**config.mk**
```make
export PLATFORM = sky130hd
export DESIGN_NAME = program_loader
export DESIGN_NICKNAME = d
export VERILOG_FILES = /design/src/rtl/program_loader.sv
export SDC_FILE = /design/constraint.sdc
export NUM_CORES = 1
export LEC_CHECK = 0
export ABC_AREA = 1
export ABC_CLOCK_PERIOD_IN_PS = 1900
export CAP_MARGIN = 25
export CORE_MARGIN = 2
export CORE_UTILIZATION = 43
export DETAILED_ROUTE_END_ITERATION = 6
export GPL_TIMING_DRIVEN = 0
export PLACE_DENSITY_LB_ADDON = 0.3
export SYNTH_ARGS = -nofsm -noshare
export SYNTH_HDL_FRONTEND = slang
export SYNTH_SLANG_ARGS = --single-unit
```
**constraint.sdc**
```tcl
create_clock -name clk -period 1.9 [get_ports clk]
set_input_delay 0.19 -clock clk [delete_from_list [all_inputs] [get_ports clk]]
set_output_delay 0.19 -clock clk [all_outputs]
set_load 0.03 [all_outputs]
```
**src/rtl/program_loader.sv**
```systemverilog
// rtl/program_loader.sv - loads a length/data/checksum byte frame into RAM via the MAR while the CPU is held
// The CPU is released through a cpu_rst pulse only after the checksum matches.
module program_loader #(
  parameter int ADDR_WIDTH     = 4,
  parameter int DATA_WIDTH     = 8,
  parameter int RESET_PULSE    = 4,
  parameter int TIMEOUT_CYCLES = 1000000
) (
  input  logic                  clk,
  input  logic                  rst,
  input  logic                  start,
  input  logic                  in_valid,
  output logic                  in_ready,
  input  logic [DATA_WIDTH-1:0] in_data,
  output logic                  cpu_halt,
  output logic                  cpu_rst,
  output logic                  mar_load,
  output logic [ADDR_WIDTH-1:0] mar_addr,
  output logic                  ram_write,
  output logic [DATA_WIDTH-1:0] ram_data,
  output logic                  busy,
  output logic                  done,
  output logic                  error,
  output logic [1:0]            error_code
);
  localparam int CW      = ADDR_WIDTH + 1;
  localparam int TW      = $clog2(TIMEOUT_CYCLES + 1);
  localparam int PW      = $clog2(RESET_PULSE + 1);
  localparam int MAX_LEN = 1 << ADDR_WIDTH;

  typedef enum logic [2:0] {
    S_IDLE, S_LEN, S_DATA, S_ADDR, S_WRITE, S_CHECK, S_RELEASE, S_ERROR
  } state_t;

  state_t                state, state_n;
  logic [CW-1:0]         count;
  logic [ADDR_WIDTH-1:0] addr;
  logic [DATA_WIDTH-1:0] sum;
  logic [TW-1:0]         timer;
  logic [PW-1:0]         pulse;
  logic                  accept, timed_out, len_bad, done_n;
  logic [1:0]            code_n;

  always_comb begin
    accept    = in_valid && in_ready;
    len_bad   = (in_data == '0) || (int'(in_data) > MAX_LEN);
    // An accept on the limit cycle takes priority over the timeout.
    timed_out = !accept && (timer == TW'(TIMEOUT_CYCLES - 1));
    state_n   = state;
    code_n    = error_code;
    done_n    = done;
    case (state)
      S_IDLE, S_ERROR: begin
        if (start) begin
          state_n = S_LEN;
          code_n  = 2'b00;
          done_n  = 1'b0;
        end
      end
      S_LEN: begin
        if (accept) begin
          if (len_bad) begin
            state_n = S_ERROR;
            code_n  = 2'b01;
          end else begin
            state_n = S_DATA;
          end
        end else if (timed_out) begin
          state_n = S_ERROR;
          code_n  = 2'b11;
        end
      end
      S_DATA: begin
        if (accept) begin
          state_n = S_ADDR;
        end else if (timed_out) begin
          state_n = S_ERROR;
          code_n  = 2'b11;
        end
      end
      S_ADDR:  state_n = S_WRITE;
      S_WRITE: state_n = (count == CW'(1)) ? S_CHECK : S_DATA;
      S_CHECK: begin
        if (accept) begin
          if (in_data == sum) begin
            state_n = S_RELEASE;
          end else begin
            state_n = S_ERROR;
            code_n  = 2'b10;
          end
        end else if (timed_out) begin
          state_n = S_ERROR;
          code_n  = 2'b11;
        end
      end
      S_RELEASE: begin
        if (pulse == PW'(RESET_PULSE - 1)) begin
          state_n = S_IDLE;
          done_n  = 1'b1;
        end
      end
      default: state_n = S_IDLE;
    endcase
  end

  always_ff @(posedge clk or posedge rst) begin
    if (rst) begin
      state      <= S_IDLE;
      count      <= '0;
      addr       <= '0;
      sum        <= '0;
      timer      <= '0;
      pulse      <= '0;
      in_ready   <= 1'b0;
      cpu_halt   <= 1'b0;
      cpu_rst    <= 1'b0;
      mar_load   <= 1'b0;
      mar_addr   <= '0;
      ram_write  <= 1'b0;
      ram_data   <= '0;
      busy       <= 1'b0;
      done       <= 1'b0;
      error      <= 1'b0;
      error_code <= 2'b00;
    end else begin
      state      <= state_n;
      done       <= done_n;
      error_code <= code_n;
      in_ready   <= (state_n == S_LEN) || (state_n == S_DATA) || (state_n == S_CHECK);
      mar_load   <= (state_n == S_ADDR);
      ram_write  <= (state_n == S_WRITE);
      cpu_rst    <= (state_n == S_RELEASE);
      cpu_halt   <= (state_n != S_IDLE);
      busy       <= (state_n != S_IDLE) && (state_n != S_ERROR);
      error      <= (state_n == S_ERROR);

      if (state == S_IDLE || state == S_ERROR) begin
        timer <= '0;
      end else if (state == S_LEN || state == S_DATA || state == S_CHECK) begin
        timer <= accept ? '0 : timer + TW'(1);
      end

      pulse <= (state == S_RELEASE) ? pulse + PW'(1) : '0;

      if ((state == S_IDLE || state == S_ERROR) && start) begin
        addr <= '0;
        sum  <= '0;
      end
      if (state == S_LEN && accept) begin
        count <= CW'(in_data);
      end
      if (state == S_DATA && accept) begin
        ram_data <= in_data;
        sum      <= sum + in_data;
      end
      if (state_n == S_ADDR) begin
        mar_addr <= addr;
      end
      // Final increment may wrap to zero; nothing reads addr afterwards.
      if (state == S_WRITE) begin
        addr  <= addr + ADDR_WIDTH'(1);
        count <= count - CW'(1);
      end
    end
  end
endmodule

```
Yosys cells after proc, flatten, opt, wreduce, memory -nomap -nowiden:

Index checks and enable logic that the tools add are counted.

* equal/unequal tests: 24
* multiplexer cells: 31
* order comparisons: 1
* reductions and logical operators: 25
* add/subtract/negate cells: 5

Operator list (number)
* 2-to-1 mux 20 bit: 3
* 2-to-1 mux 3 bit: 9
* equality test 3 bit, second input constant: 8
* one-hot mux 3 bit (7 select lines): 1
* adder 20 x 1 -> 20 bit, second input constant: 1
* equality test 20 bit, second input constant: 1
* 2-to-1 mux 8 bit: 2
* equality test 3 x 2 -> 1 bit, second input constant: 5
* 2-to-1 mux 2 bit: 7
* 2-to-1 mux 5 bit: 2
* nonzero test 2 bit: 5
* != test 3 bit, second input constant: 3
* adder 8 bit: 1
* equality test 8 bit: 1
* > comparator 8 x 5 -> 1 bit, second input constant: 1
* logical NOT 8 bit: 1
* 2-to-1 mux 4 bit: 2
* one-hot mux 2 bit (4 select lines): 1
* equality test 3 x 1 -> 1 bit, second input constant: 2
* logical AND 1 bit: 6
* logical OR 1 bit: 6
* != test 2 bit, second input constant: 3
* equality test 5 x 1 -> 1 bit, second input constant: 1
* AND reduction 5 bit: 1
* other kinds (11): 13

* output and inout port bits: 22
* word-level logic and storage cells: 103
* input bits: 12
* register bits after elaboration: 65

Logic depth before layout (Yosys ltp):

Gate-level depths: netlist (run 1).

* depth in word-level cells: 9
* mapped depth: 13
* gate-level depth less buffers: 13

Worst setup path after synthesis (run 1):

OpenSTA, ideal clock, no wires.

* kind: reg2reg
* from: register sum[0]
* to: register sum[6]
* arrival: 1.579 ns
* path buffers: 0
* data required time: 1.765 ns
* slack: 0.186 ns
* cell stages (with the launch flop): 10
* period minus slack after synthesis: 1.714 ns
* library setup time: 0.135 ns
* cells stage by stage: dfrtp_1 > ha_1 > fa_1 > nand3_1 > nand3_1 > nand2_1 > nand2_1 > a21oi_1 > xor2_1 > o21ai_0

* cells in the longest elaborated chain, start to end: 2

RTL lines
* from (decl): line 38 `logic [DATA_WIDTH-1:0] sum;`
* from (signal assigned): line 154 `sum <= sum + in_data;`
* adder 8 bit: line 154
* 2-to-1 mux 8 bit: line 152 `if (state == S_DATA && accept) begin`

No other way between the ends.
A chain may end at the register's enable or synchronous reset.

Final worst setup path (run 1):

Same ends and word-level chain as after synthesis.

==> flow_summary_export.csv, run 1 <==
group,metric,value,unit
clock_network,clock-sinks,65,
clock_network,clkLatencyLatePin,340,ps
floorplan,die_h,96.4,um
clock_network,h-tree-depth,3,
worst_setup_path,ff2ff_path_depth,9,
route,drt_iter0_drc,235,
layout,nFillCells,772,
grt,grt_max_degree,36,
route,drt_wl_total,8.52,mm
clock_network,ctsLongestPathBuffers,2,
place,gp_congestion,0.890,
floorplan,die_area,9280,um^2
sta,drv_slew,0,
place,dp_cells,623,
floorplan,io_pins,34,
grt,use_met3,3.68,%
sta,max_slew_margin,54.9,%
clock_network,numCtsBuffers,9,
synth,avgSynthCellArea,7.58,um^2
grt,grt_pass1_vias,3254,
sta,setup_ws,111,ps
grt,grt_overflow,0,
clock_network,cts_root_buf,"clkbuf_8",
worst_setup_path,cp-start-kind,"flop",
synth,synthCells,484,
worst_setup_path,arrival,2000,ps
layout,antenna_cells,0,
grt,grt_use_total,20.2,%
worst_setup_path,required,2110,ps
grt,met2_usage,30.9,%
clock_network,cts_tree,"built",
layout,multi_input_area,1830,um^2
worst_setup_path,endpoint_kind,"flop",
clock_network,clk_pin_slew,70,ps
synth,syn_nets,510,
grt,grt_pass1_wl,14.5,mm
layout,finalNonFillerCells,640,
route,first_pass_iters,4,
layout,final_area,4510,um^2
worst_setup_path,critPathLaunch,"sum[0]",
job,cap_violations,0,
floorplan,die_w,96.4,um
layout,regArea,1630,um^2
synth,synthesis.area,3670,um^2
sta,finClkSkew,9.47,ps
power,p_leak,2.13,nW
route,drc_errors,0,
hold_path,hp-start,"in_data[3]",
layout,areaGrowthSynthToFinish,23.1,%
floorplan,num_rows,33,
sta,period_share,94.2,%
worst_setup_path,cp_max_fo,2,
floorplan,core_area,8260,um^2
grt,grt-busiest-layer,"met2",
sta,rsz0062_at_grt,"yes",
sta,fin_crit,1790,ps
place,io_buffers,33,
place,placed_cell_area,4150,um^2
hold_path,hold_depth,3,
power,ir_drop,0.766,mV
sta,finalSetupViolCount,0,
route,drt-wirelength-per-cell,13.3,um
synth,yosysUniqueCellTypes,38,
place,hpwlAfterDp,6.23,mm
power,p_per_area,1430,nW/um^2
sta,hold_violations,0,
route,ant_nets,0,
power,fin_total_pwr,6.44,mW
hold_path,min_path_type,"primary input to flop",
worst_setup_path,crit_type,"flop to flop",
layout,nets,557,
layout,layout-drive-gt1-share,12.3,%
sta,finalSetupTns,0,ps
place,place_ws,-319,ps
worst_setup_path,timing.rr.start,"sum[0]",
grt,antenna_found_initial,0,
route,via_per_inst,5.19,
grt,met1_usage,27.7,%
run_status,outcome,"finished clean",
synth,yosys_register_bits,65,
clock_network,ctsHoldBuffers,0,
sta,fmax,0.559,GHz
floorplan,start_util,44.4,%
sta,tightestPinTransition,675,ps
synth,synth_warnings,0,
synth,ys_seq_area_share,44.4,%
route,via_count,3321,
-- worst max-delay path: stages (launching register included) --
cell and delay [ps]:
dfrtp_1 400, ha_2 200, fa_2 350, nand3_1 110, nand3_2 80, nand2_1 80, nand2_1 70, a21oi_2 130
xor2_1 160, o21ai_1 70
-- worst paths after layout --
| path | slack (ps) | to |
|---|---|---|
| max | 110 | sum[6] |
| min | 230 | ram_data[3] |
| max reg2reg | 110 | sum[6] |
| min reg2reg | 430 | pulse[0] |
| max in group asynchronous | 990 | state[0] |
| min in group asynchronous | 270 | ram_data[2] |
-- per-stage QoR --
stage	hold WS, ps	util [%]
2_1_floorplan	307	-
3_3_place_gp	421	50.0
3_5_place_dp	434	50.2
4_1_cts	288	53.1
5_1_grt	241	54.7
6_report	235	54.7
-- kinds of logic after synthesis --
family | Yosys count | synth area share, %
flops | 65 | 44.4
fa+ha+maj | 14 | 4.98
compound gates | 62 | 9.69
simple gates | 253 | 30.4
xor+xnor | 8 | 1.91
buf+inv | 82 | 8.70
-- area by class of cell --
| type | count | share of cell area (%) |
|---|---|---|
| Buffer | 7 | 0.887 |
| Clock buffer | 13 | 3.74 |
| Clock inverter | 2 | 1.33 |
| Inverter | 75 | 6.24 |
| Multi-Input combinational cell | 337 | 40.6 |
| Sequential cell | 65 | 36.1 |
| Tap cell | 105 | 2.91 |
| Timing Repair Buffer | 36 | 8.15 |
-- cell usage after synthesis, drive strengths merged --
master	count	share of area, %
xnor2	3	0.72
o21a	1	0.20
a22oi	1	0.20
nand3	50	7.0
o211ai	3	0.61
a32o	2	0.55
clkbuf	3	0.31
nand4	6	1.0
o21bai	1	0.20
nor4	1	0.17
ha	13	4.4
a21oi	13	1.8
a211oi	1	0.20
a221oi	1	0.24
dfrtp	65	44
clkinv	1	0.10
nand2b	1	0.17
o221ai	2	0.48
o21ai	32	4.4
buf	4	0.72
nand2	109	11
xor2	5	1.2
o22ai	2	0.34
a31oi	3	0.51
fa	1	0.55
nand3b	1	0.20
nor2	72	7.9
nor3	13	2.5
inv	74	7.6
-- layout by cell type, fill, tap and decap left out, types with 3 or more instances in the layout --
| cell | Yosys | layout |
|---|---|---|
| a21oi_1 | 13 | 12 |
| a31oi_1 | 3 | 3 |
| clkbuf_1 | 3 | 4 |
| clkbuf_8 | 0 | 12 |
| clkdlybuf4s50_1 | 0 | 32 |
| dfrtp_1 | 65 | 62 |
| dfrtp_2 | 0 | 3 |
| ha_1 | 13 | 6 |
| ha_2 | 0 | 4 |
| ha_4 | 0 | 3 |
| inv_1 | 68 | 67 |
| inv_2 | 6 | 8 |
| nand2_1 | 105 | 104 |
| nand2_2 | 4 | 5 |
| nand3_1 | 49 | 44 |
| nand3_2 | 1 | 6 |
| nand4_1 | 6 | 6 |
| nor2_1 | 66 | 62 |
| nor2_2 | 5 | 6 |
| nor2_4 | 1 | 4 |
| nor3_1 | 9 | 9 |
| o211ai_1 | 3 | 3 |
| o21ai_0 | 29 | 28 |
| o21ai_1 | 3 | 4 |
| xnor2_1 | 3 | 3 |
| xor2_1 | 5 | 5 |
-- sequential cells by signal (all words and copies together), names as in the netlist, 2 cells and up --
| signal | flops |
|---|---|
| pulse | 3 |
| error_code | 2 |
| ram_data | 8 |
| mar_addr | 4 |
| sum | 8 |
| addr | 4 |
| state | 3 |
| count | 5 |
| timer | 20 |
-- routing by layer --
layer / wire length (um) / vias to the layer above
li1: - / 1663
met1: 4100 / 1548
met2: 3910 / 93
met3: 350 / 17
met4: 170 / 0
met5: 0 / -
-- repair_timing --
item | CTS | global route
pin swaps | 0 | 3
buffers inserted | 0 | 2
cloned | 0 | 0
setup endpoints to repair | 4 | 39
gates resized for setup | 2 | 29
-- where the power goes --
part | leakage [nW] | total [mW] | internal, mW | switching [mW]
sequential | 0.860 | 2.05 | 1.76 | 0.291
combinational | 1.16 | 3.03 | 1.08 | 1.94
clock | 0.116 | 1.36 | 0.841 | 0.524
total | 2.13 | 6.44 | 3.68 | 2.76
Note: power is estimated with default switching activity, not from simulation.
==> run 2: changes to the inputs <==
- CAP_MARGIN: 25 -> default
==> run 2 against run 1 <==
Register-to-register slack about the same. Combinational power up 1%. Clock skew about the same. Critical path depth unchanged. Hold slack better by 6.5 ps. Wire length up 1.4%. Clock-buffer cell count unchanged. Total power up 0.79%. Critical path type unchanged. Largest cell class unchanged.
==> flow_summary_export.csv, run 2 (synthesis gave the netlist of run 1 again) <==
group,metric,value,unit
layout,nets,559,
layout,largest_reg_flops,20,
floorplan,die_area,9280,um^2
route,drt-wirelength-per-cell,13.5,um
grt,grt_overflow,0,
layout,areaGrowthSynthToFinish,23.6,%
grt,antenna_found_initial,0,
grt,grt_max_degree,36,
place,hpwlAfterDp,6.27,mm
route,first_pass_iters,4,
route,via_count,3325,
clock_network,clk_pin_slew,70,ps
floorplan,num_rows,33,
sta,tightestPinTransition,676,ps
grt,grt_use_total,20.5,%
worst_setup_path,timing.rr.start,"sum[0]",
sta,fmax,0.559,GHz
run_status,outcome,"finished clean",
hold_path,min_path_type,"primary input to flop",
grt,grt_pass1_wl,14.8,mm
layout,final_util,54.9,%
power,p_leak,2.15,nW
clock_network,clkLatencyLatePin,340,ps
route,drt_iter0_drc,179,
clock_network,h-tree-depth,3,
clock_network,cts_tree,"built",
clock_network,numCtsBuffers,9,
power,fin_total_pwr,6.49,mW
place,placed_cell_area,4150,um^2
layout,final_common_cell,"nand2_1",
sta,max_slew_margin,54.9,%
sta,finClkSkew,9.71,ps
worst_setup_path,critPathLaunch,"sum[0]",
sta,period_share,94.1,%
place,dp_cells,623,
job,cap_violations,0,
layout,top_register,"timer",
place,io_buffers,33,
hold_path,hold_depth,3,
worst_setup_path,ff2ff_path_depth,9,
worst_setup_path,required,2110,ps
layout,top_regs,"timer (20), ram_data (8), sum (8)",
worst_setup_path,regToRegSetupSlack,110,ps
layout,finalNonFillerCells,642,
power,ir_drop,0.732,mV
clock_network,cts_root_buf,"clkbuf_8",
worst_setup_path,crit_type,"flop to flop",
sta,drv_slew,0,
clock_network,clock-sinks,65,
place,gp_congestion,0.890,
worst_setup_path,cp-start-kind,"flop",
hold_path,hold-path-endpoint,"ram_data[3]",
grt,grt_pass1_vias,3322,
sta,hold_violations,0,
sta,finalSetupTns,0,ps
sta,fin_crit,1790,ps
sta,finalSetupViolCount,0,
floorplan,start_util,44.4,%
power,p_per_area,1430,nW/um^2
worst_setup_path,endpoint_kind,"flop",
floorplan,die_w,96.4,um
route,drc_errors,0,
floorplan,die_h,96.4,um
layout,antenna_cells,0,
route,drt_wl_total,8.65,mm
worst_setup_path,cp_max_fo,2,
layout,layout_common_cells,"100 x nand2_1, 67 x inv_1, 62 x nor2_1, 62 x dfrtp_1, 45 x nand3_1",
hold_path,hp-start,"in_data[3]",
worst_setup_path,arrival,2000,ps
floorplan,core_area,8260,um^2
worst_setup_path,r2r_end,"sum[6]",
layout,layout-drive-gt1-share,13.0,%
clock_network,ctsLongestPathBuffers,2,
floorplan,io_pins,34,
layout,final_area,4530,um^2
route,ant_nets,0,
route,via_per_inst,5.18,
## run 2: area by class of cell
type                            count  area [um^2]
Timing Repair Buffer               38          383
Buffer                              7         40.0
Sequential cell                    65         1630
Clock buffer                       13          169
Fill cell                         784         3730
Inverter                           75          282
Clock inverter                      2         60.1
Tap cell                          105          131
Multi-Input combinational cell    337         1840
## run 2: repair_timing
| item | in CTS | in global routing |
|---|---|---|
| hold buffers | 0 | 0 |
| setup buffers | 0 | 4 |
| pin swaps | 0 | 4 |
| resized for setup | 1 | 33 |
| setup endpoints to repair | 2 | 42 |
## run 2: power breakdown
part | total, mW | internal [mW] | switching (mW)
Sequential | 2.05 | 1.76 | 0.293
Combinational | 3.07 | 1.12 | 1.95
Clock | 1.37 | 0.841 | 0.530
Total | 6.49 | 3.72 | 2.78
## run 2: worst max-delay path by stage
stage	endpoint
finish	sum[6]
global route	sum[6]
global placement	state[2]
CTS	sum[6]
detailed placement	sum[6]
floorplan	addr[0]
## run 2: stage by stage
step | setup WS, ps | hold WS, ps
3_3_place_gp | -1090 | 421
2_1_floorplan | 83.5 | 307
5_1_grt | -13.8 | 241
4_1_cts | 0.266 | 285
3_5_place_dp | -316 | 434
6_report | 112 | 241
## run 2: worst max-delay path: stages, from the launching register on
cell and delay (ps):
dfrtp_1 410, ha_4 180, fa_2 360, nand3_1 110, nand3_2 90, nand2_2 80, nand2_1 70, a21oi_2 130
xor2_1 160, o21ai_1 70
## run 2: metal layers
metal | global-route usage, % | vias to the layer above | routed length (um)
met1 | 28.0 | 1567 | 4080
met5 | 0 | - | 0
li1 | - | 1663 | -
met2 | 31.7 | 79 | 4000
met3 | 3.68 | 16 | 368
met4 | 9.86 | 0 | 195
==> run 3: changes to the inputs <==
- CORE_UTILIZATION: 43 -> 52
==> run 3 against run 2 <==
Global-route usage is 3.7 points higher. Clock skew hardly changed. Critical path type unchanged. Total power is 1.2% lower. Sequential cell count stayed put. Die area is 17% lower. Maximum frequency is 1.1% lower. Hold slack worse by 38 ps.
==> flow_summary_export.csv, run 3 (synthesis gave the netlist of run 1 again) <==
group,metric,value,unit
place,place_ws,-313,ps
power,ir_drop,0.807,mV
worst_setup_path,worst_path_max_delay_cell,"dfrtp_1",
worst_setup_path,cp-start-kind,"flop",
floorplan,die_area,7740,um^2
grt,grt_overflow,0,
route,drt_wl_total,8.93,mm
place,io_buffers,33,
layout,layout_common_cells,"103 x nand2_1, 67 x inv_1, 63 x nor2_1, 62 x dfrtp_1, 47 x nand3_1",
layout,final_common_cell,"nand2_1",
route,drt_iter0_drc,195,
grt,grt_use_total,24.2,%
sta,fin_crit,1810,ps
sta,max_slew_margin,64.9,%
power,p_leak,2.15,nW
route,ant_nets,0,
grt,grt_max_degree,43,
sta,finalSetupViolCount,0,
place,gp_congestion,0.877,
floorplan,io_pins,34,
hold_path,min_path_type,"primary input to async pin",
route,first_pass_iters,4,
sta,drv_slew,0,
worst_setup_path,required,2120,ps
clock_network,ctsHoldBuffers,0,
sta,fmax,0.553,GHz
clock_network,clkLatencyLatePin,350,ps
layout,largest_reg_flops,20,
layout,top_regs,"timer (20), ram_data (8), sum (8)",
floorplan,die_h,88.0,um
route,drt-wirelength-per-cell,14.0,um
layout,top_register,"timer",
floorplan,num_rows,30,
sta,tightestPinTransition,526,ps
power,p_per_area,1410,nW/um^2
grt,antenna_found_initial,0,
clock_network,ctsLongestPathBuffers,2,
layout,areaGrowthSynthToFinish,23.8,%
clock_network,clock-sinks,65,
place,hpwlAfterDp,6.26,mm
worst_setup_path,crit_chain,"ha_2, fa_2, nand3_1, nand3_1, nand2_1, nand2_1, a21oi_2, xor2_1, o21ai_1",
sta,whs,203,ps
run_status,outcome,"finished clean",
layout,layout-drive-gt1-share,12.6,%
clock_network,h-tree-depth,3,
worst_setup_path,cp.buffers_inverters,0,
grt,grt_pass1_wl,14.5,mm
route,via_count,3376,
sta,rsz0062_at_grt,"yes",
worst_setup_path,cp_max_fo,2,
floorplan,core_area,6790,um^2
clock_network,cts_tree,"built",
worst_setup_path,arrival,2030,ps
sta,hold_violations,0,
worst_setup_path,max_stage_delay,390,ps
worst_setup_path,endpoint_kind,"flop",
sta,setup_ws,92.0,ps
floorplan,start_util,54.0,%
sta,period_share,95.2,%
floorplan,die_w,88.0,um
sta,finClkSkew,9.43,ps
layout,antenna_cells,0,
route,drc_errors,0,
clock_network,cts_root_buf,"clkbuf_8",
route,via_per_inst,5.30,
layout,nets,562,
worst_setup_path,crit_type,"flop to flop",
worst_setup_path,crit_family,"adder cells",
clock_network,clk_pin_slew,70,ps
clock_network,numCtsBuffers,9,
job,cap_violations,0,
grt,grt_pass1_vias,3187,
## run 3: final cells by class
| class | count | area [um^2] |
|---|---|---|
| Clock inverter | 2 | 35.0 |
| Multi-Input combinational cell | 337 | 1850 |
| Clock buffer | 14 | 173 |
| Tap cell | 96 | 120 |
| Sequential cell | 65 | 1630 |
| Inverter | 75 | 282 |
| Timing Repair Buffer | 41 | 408 |
| Buffer | 7 | 42.5 |
| Fill cell | 556 | 2250 |
## run 3: path summary, 6_finish.rpt
path                       cells past startpoint          end  startpoint  slack [ps]
max                                            9       sum[6]      sum[0]          90
max in group asynchronous                      3     state[0]         rst        1070
max reg2reg                                    9       sum[6]      sum[0]          90
min                                            2       sum[7]         rst         200
min reg2reg                                    1     pulse[0]    pulse[0]         440
min in group clk                               3  ram_data[3]  in_data[3]         250
## run 3: metrics by stage
step                cells  TNS (ps)  power (mW)  utilization [%]  instance area, um^2
floorplan             484         0        4.02                -                 3670
global placement      613    -74720        4.80             60.6                 4120
detailed placement    614     -4400        4.91             60.9                 4140
CTS                   630         0        6.18             64.1                 4360
global route          637      -107        6.87             66.9                 4540
finish                637         0        6.41             66.9                 4540
## run 3: per-layer routing
metal	GRT usage [%]	part of all wire, %
met3	5.75	4.8
met5	0	0
met2	39.0	49
met1	31.9	44
met4	9.09	2.0
## run 3: repair_timing
item | CTS | global route
setup buffers | 0 | 7
pin swaps | 0 | 6
resized for setup | 3 | 29
endpoints found under the hold margin | 0 | 0
endpoints found under the setup margin | 4 | 26
## run 3: power by group
group | total [mW] | switching (mW) | internal [mW]
sequential | 2.05 | 0.294 | 1.76
combinational | 3.12 | 1.99 | 1.13
clock | 1.24 | 0.526 | 0.713
total | 6.41 | 2.81 | 3.60
